### src/rtl/pllsup_pkg.sv
// pllsup_pkg: shared states, default parameters and helpers for the PLL lock supervisor.
package pllsup_pkg;

    typedef enum logic [2:0] {HOLD, WAIT, STABLE, RUN, FAIL} state_e;

    localparam int DEF_RST_HOLD_CYCLES    = 16;
    localparam int DEF_LOCK_TIMEOUT       = 16000;
    localparam int DEF_LOCK_STABLE_CYCLES = 256;
    localparam int DEF_LOSS_FILTER        = 4;
    localparam int DEF_MAX_RETRIES        = 3;

    localparam int LOSS_W = 8;
    localparam logic [LOSS_W-1:0] LOSS_MAX = '1;

    function automatic int max2(input int a, input int b);
        return (a > b) ? a : b;
    endfunction

endpackage

### src/rtl/sync_2ff.sv
// sync_2ff: two-flop synchroniser for a single asynchronous level, reset to 0.
module sync_2ff (
    input  logic clk_i,
    input  logic rst_i,
    input  logic d_i,
    output logic q_o
);

    logic meta_q;
    logic sync_q;

    always_ff @(posedge clk_i or posedge rst_i) begin
        if (rst_i) begin
            meta_q <= 1'b0;
            sync_q <= 1'b0;
        end else begin
            meta_q <= d_i;
            sync_q <= meta_q;
        end
    end

    assign q_o = sync_q;

endmodule

### src/rtl/pll_lock_supervisor.sv
// pll_lock_supervisor: sequences PLL reset, proves lock stability and gates the fabric reset.
// Optional lock-loss event counter enabled by defining PLLSUP_LOSS_CNT_EN.
module pll_lock_supervisor
    import pllsup_pkg::*;
#(
    parameter int RST_HOLD_CYCLES    = DEF_RST_HOLD_CYCLES,
    parameter int LOCK_TIMEOUT       = DEF_LOCK_TIMEOUT,
    parameter int LOCK_STABLE_CYCLES = DEF_LOCK_STABLE_CYCLES,
    parameter int LOSS_FILTER        = DEF_LOSS_FILTER,
    parameter int MAX_RETRIES        = DEF_MAX_RETRIES,
    localparam int RW = $clog2(MAX_RETRIES + 1)
) (
    input  logic              REFERENCECLK,
    input  logic              RESET,
    input  logic              LOCK,
    input  logic              RETRY,
    output logic              PLL_RESETB,
    output logic              SYS_RESET,
    output logic              PLL_READY,
    output logic              PLL_FAIL,
    output logic [RW-1:0]     RETRY_COUNT,
    output logic [LOSS_W-1:0] LOSS_COUNT
);

    localparam int TW = $clog2(max2(LOCK_TIMEOUT, RST_HOLD_CYCLES) + 1);
    localparam int CW = $clog2(max2(LOCK_STABLE_CYCLES, LOSS_FILTER) + 1);

    state_e          state_q, state_d;
    logic [TW-1:0]   timer_q, timer_d;
    logic [CW-1:0]   cnt_q, cnt_d;
    logic [RW-1:0]   retry_q, retry_d;
    logic            resetb_q, sys_reset_q, ready_q, fail_q;
    logic            lock_s;

    sync_2ff u_lock_sync (
        .clk_i (REFERENCECLK),
        .rst_i (RESET),
        .d_i   (LOCK),
        .q_o   (lock_s)
    );

    // Timer is shared: HOLD duration, then cumulative attempt time across WAIT and STABLE.
    // cnt is shared: stable-lock run length in STABLE, dropout filter in RUN.
    always_comb begin
        state_d = state_q;
        timer_d = timer_q;
        cnt_d   = cnt_q;
        retry_d = retry_q;
        case (state_q)
            HOLD: begin
                if (timer_q == TW'(RST_HOLD_CYCLES - 1)) begin
                    state_d = WAIT;
                    timer_d = '0;
                end else begin
                    timer_d = timer_q + 1'b1;
                end
            end
            WAIT, STABLE: begin
                timer_d = timer_q + 1'b1;
                if (state_q == WAIT) begin
                    if (lock_s) begin
                        state_d = STABLE;
                        cnt_d   = CW'(1);
                    end
                end else if (!lock_s) begin
                    cnt_d = '0;
                end else if (cnt_q == CW'(LOCK_STABLE_CYCLES - 1)) begin
                    state_d = RUN;
                    cnt_d   = '0;
                    retry_d = '0;
                end else begin
                    cnt_d = cnt_q + 1'b1;
                end
                if (state_d != RUN && timer_q == TW'(LOCK_TIMEOUT - 1)) begin
                    timer_d = '0;
                    cnt_d   = '0;
                    if (retry_q == RW'(MAX_RETRIES)) begin
                        state_d = FAIL;
                    end else begin
                        state_d = HOLD;
                        retry_d = retry_q + 1'b1;
                    end
                end
            end
            RUN: begin
                timer_d = '0;
                if (RETRY) begin
                    state_d = HOLD;
                    cnt_d   = '0;
                end else if (lock_s) begin
                    cnt_d = '0;
                end else if (cnt_q == CW'(LOSS_FILTER - 1)) begin
                    state_d = HOLD;
                    cnt_d   = '0;
                end else begin
                    cnt_d = cnt_q + 1'b1;
                end
            end
            FAIL: begin
                timer_d = '0;
                cnt_d   = '0;
                if (RETRY) begin
                    state_d = HOLD;
                    retry_d = '0;
                end
            end
            default: begin
                state_d = HOLD;
                timer_d = '0;
                cnt_d   = '0;
            end
        endcase
    end

    // Outputs are registered from the next state so they move with the state register.
    always_ff @(posedge REFERENCECLK or posedge RESET) begin
        if (RESET) begin
            state_q     <= HOLD;
            timer_q     <= '0;
            cnt_q       <= '0;
            retry_q     <= '0;
            resetb_q    <= 1'b0;
            sys_reset_q <= 1'b1;
            ready_q     <= 1'b0;
            fail_q      <= 1'b0;
        end else begin
            state_q     <= state_d;
            timer_q     <= timer_d;
            cnt_q       <= cnt_d;
            retry_q     <= retry_d;
            resetb_q    <= (state_d == WAIT) || (state_d == STABLE) || (state_d == RUN);
            sys_reset_q <= (state_d != RUN);
            ready_q     <= (state_d == RUN);
            fail_q      <= (state_d == FAIL);
        end
    end

    assign PLL_RESETB  = resetb_q;
    assign SYS_RESET   = sys_reset_q;
    assign PLL_READY   = ready_q;
    assign PLL_FAIL    = fail_q;
    assign RETRY_COUNT = retry_q;

`ifdef PLLSUP_LOSS_CNT_EN
    logic              loss_ev;
    logic [LOSS_W-1:0] loss_q;

    assign loss_ev = (state_q == RUN) && (state_d == HOLD) && !RETRY;

    always_ff @(posedge REFERENCECLK or posedge RESET) begin
        if (RESET) begin
            loss_q <= '0;
        end else if (loss_ev && loss_q != LOSS_MAX) begin
            loss_q <= loss_q + 1'b1;
        end
    end

    assign LOSS_COUNT = loss_q;
`else
    assign LOSS_COUNT = '0;
`endif

endmodule

### config.mk
export PLATFORM = sky130hd
export DESIGN_NAME = pll_lock_supervisor
export DESIGN_NICKNAME = d
export VERILOG_FILES = /design/src/rtl/pllsup_pkg.sv /design/src/rtl/sync_2ff.sv /design/src/rtl/pll_lock_supervisor.sv
export SDC_FILE = /design/constraint.sdc
export NUM_CORES = 1
export LEC_CHECK = 0
export ABC_CLOCK_PERIOD_IN_PS = 2900
export CAP_MARGIN = 20
export CORE_ASPECT_RATIO = 2
export CORE_MARGIN = 3
export CORE_UTILIZATION = 40
export DETAILED_ROUTE_END_ITERATION = 10
export SYNTH_ARGS = -nofsm -noshare
export SYNTH_HDL_FRONTEND = slang
export SYNTH_SLANG_ARGS = --single-unit
export TNS_END_PERCENT = 1
### constraint.sdc
create_clock -name REFERENCECLK -period 2.9 [get_ports REFERENCECLK]
set_clock_uncertainty 0.2 [all_clocks]
set_input_delay 0.435 -clock REFERENCECLK [delete_from_list [all_inputs] [get_ports REFERENCECLK]]
set_output_delay 0.435 -clock REFERENCECLK [all_outputs]
set_load 0.02 [all_outputs]
==> flow_summary.json <==
{
  "status": "finished clean",
  "critical_path_required_ps": 2870,
  "total_power_mw": 1.25,
  "period_needed_ps": 2720,
  "placed_area_um2": 2070,
  "ant_nets": 0,
  "final_hold_viol_count": 0,
  "dr.max_layer_used": "met4",
  "initial_utilization_pct": 41.8,
  "routedWlPerCell_um": 14.9,
  "power-per-cell-area_nw_per_um2": 576,
  "intPower_mw": 0.859,
  "port_buffers": 9,
  "grt_usage_pct": 15.0,
  "holdCritStartpoint": "u_lock_sync.meta_q",
  "core_um2": 4640,
  "netlist_area_um2": 1940,
  "grt_max_degree": 35,
  "htree_levels": 2,
  "fmax_ghz": 0.367,
  "p_sw_share_pct": 31.5,
  "routed_via_density": 5.67,
  "dpl.hpwl_um": 3220,
  "cp-start-kind": "register",
  "hp-class": "reg2reg",
  "n_antenna_cell": 0,
  "stdcell_area_um2": 2180,
  "worst_skew_pair.late_latency_ps": 280,
  "mostFrequentLayoutCells": "dfrtp_1 (33), nor2_1 (24), nand2_1 (17), nand3_1 (12)",
  "dieWidth_um": 55.2,
  "yosys_warnings": 0,
  "hold_ws_ps": 147,
  "cts_buffers": 5,
  "io_pins": 18,
  "fin_crit_sh_pct": 93.9,
  "grt_pass1_vias": 1634,
  "synth.distinct_cells": 48,
  "cts_tree": "yes",
  "slew_headroom_pct": 47.9,
  "areaGrowthSynthToFinish_pct": 12.5,
  "final_nets": 232,
  "route.met3.wl_um": 120,
  "synth_cells": 209,
  "synth_ff_type": "dfrtp_1",
  "synth-seq-cells": 34,
  "p_clk_share_pct": 28.9,
  "cts-root-buf": "clkbuf_8",
  "num_rows": 35,
  "ir_worst_vdd_mv": 0.495,
  "drive_above_1_share_pct": 10.7,
  "crit_arrival_ps": 2690,
  "wl_met2_um": 2430,
  "post_cts_resized": 0,
  "max-cap-violations": 0,
  "drv_slew": 0,
  "synth-seq-area-share_pct": 44.0,
  "drc_errors": 0,
  "synth-edff-count": 0,
  "avgSynthCellArea_um2": 9.27,
  "end_kind": "register",
  "antenna_found_initial": 0,
  "crit_path_start": "cnt_q[0]",
  "crit_fanout": 13,
  "cts_buffer_depth": 2,
  "power_leakage_nw": 0.988,
  "path_class": "reg2reg",
  "finalSetupViolations": 0,
  "vias": 1583,
  "rsz0062_at_grt": "true",
  "grt_overflow": 0,
  "die-area_um2": 5770,
  "route.final.wire_length_um": 4170,
  "grt_pass1_wl_um": 6930,
  "async_reset_ff_share_pct": 100,
  "comb_power_share_pct": 22.8,
  "drtIter0Drc": 20,
  "worst_pin_slew_ps": 774,
  "cts.sinks": 34,
  "p_sw_mw": 0.396,
  "clk_pin_slew_ps": 70,
  "routabilityCongestion": 0.890,
  "holdBufCountCts": 0,
  "wl_met1_um": 1460,
  "drt_first_pass_iters": 4,
  "cts_setup_buffers": 0,
  "die_h_um": 104,
  "seq_power_share_pct": 48.3,
  "tns_ps": 0,
  "r2r_start": "cnt_q[0]",
  "layout_commonest_cell": "dfrtp_1"
}
==> power groups by stage <==
stage          sequential [mW]  clock (mW)  combinational (mW)
2_1_floorplan            0.602           0               0.217
3_3_place_gp             0.612           0               0.287
3_5_place_dp             0.616           0               0.288
4_1_cts                  0.606       0.381               0.290
5_1_grt                  0.616       0.389               0.325
6_report                 0.606       0.363               0.286
==> cell usage after synthesis (6+ instances only) <==
master | number | share of area (%)
dfrtp_1 | 33 | 43
nand2_1 | 17 | 3.3
a21oi_1 | 6 | 1.5
buf_4 | 9 | 3.5
xnor2_1 | 8 | 3.6
nand3_1 | 12 | 3.1
inv_1 | 9 | 1.7
o21ai_0 | 9 | 2.3
nor2_1 | 24 | 4.6
==> kinds of logic after synthesis <==
logic type	after synthesis	synth area share (%)
XOR/XNOR	13	5.87
flip-flops	34	44.0
other	1	0.193
multiplexers	1	0.516
buffers and inverters	24	7.23
AND/OR/NAND/NOR	90	24.1
adder cells (fa/ha/maj)	5	3.23
AO/OA/AOI/OAI	41	14.8
==> layout make-up <==
| cell class | count | area (µm²) |
|---|---|---|
| Inverter | 9 | 33.8 |
| Clock inverter | 2 | 12.5 |
| Timing Repair Buffer | 15 | 148 |
| Sequential cell | 34 | 852 |
| Clock buffer | 6 | 82.6 |
| Fill cell | 488 | 2460 |
| Tap cell | 55 | 68.8 |
| Multi-Input combinational cell | 158 | 982 |
==> metal layers <==
metal	vias to the layer above	global-route usage [%]
met5	-	0
met4	0	11.0
met3	17	2.98
met2	38	29.5
met1	781	12.3
li1	747	-
==> flip-flops by register name (all words and copies together), names as in the netlist <==
signal and count:
PLL_FAIL 1, PLL_READY 1, PLL_RESETB 1, RETRY_COUNT 2, SYS_RESET 1, cnt_q 9, state_q 3, timer_q 14
u_lock_sync.meta_q 1, u_lock_sync.q_o 1
==> critical path, cell delays in order (launching register included) <==
cell and delay (ps):
dfrtp_1 440, ha_1 250, and3_1 200, and3_1 200
nand3_1 110, inv_1 50, ha_1 230, nand2_1 140
a21oi_2 90, o21ai_2 240, a21boi_2 260, buf_12 150
nor2_1 50
==> worst paths after layout <==
path | endpoint | slack (ps) | cells past startpoint
setup / recovery | timer_q[13] | 180 | 12
hold / removal | u_lock_sync.q_o | 150 | 0
setup reg to reg | timer_q[13] | 180 | 12
hold reg to reg | u_lock_sync.q_o | 150 | 0
max in group asynchronous | SYS_RESET | 1820 | 3
min in group asynchronous | u_lock_sync.q_o | 340 | 3
==> through the flow <==
| step | util (%) | cells | setup WS [ps] |
|---|---|---|---|
| after global placement | 44.7 | 271 | 208 |
| after global routing | 47.0 | 279 | -19.0 |
| final | 47.0 | 279 | 177 |
| after CTS | 46.7 | 279 | 175 |
| after detailed placement | 44.7 | 271 | 198 |
| after floorplan | - | 216 | 385 |
No activity file was read; power rests on OpenSTA's default activity.
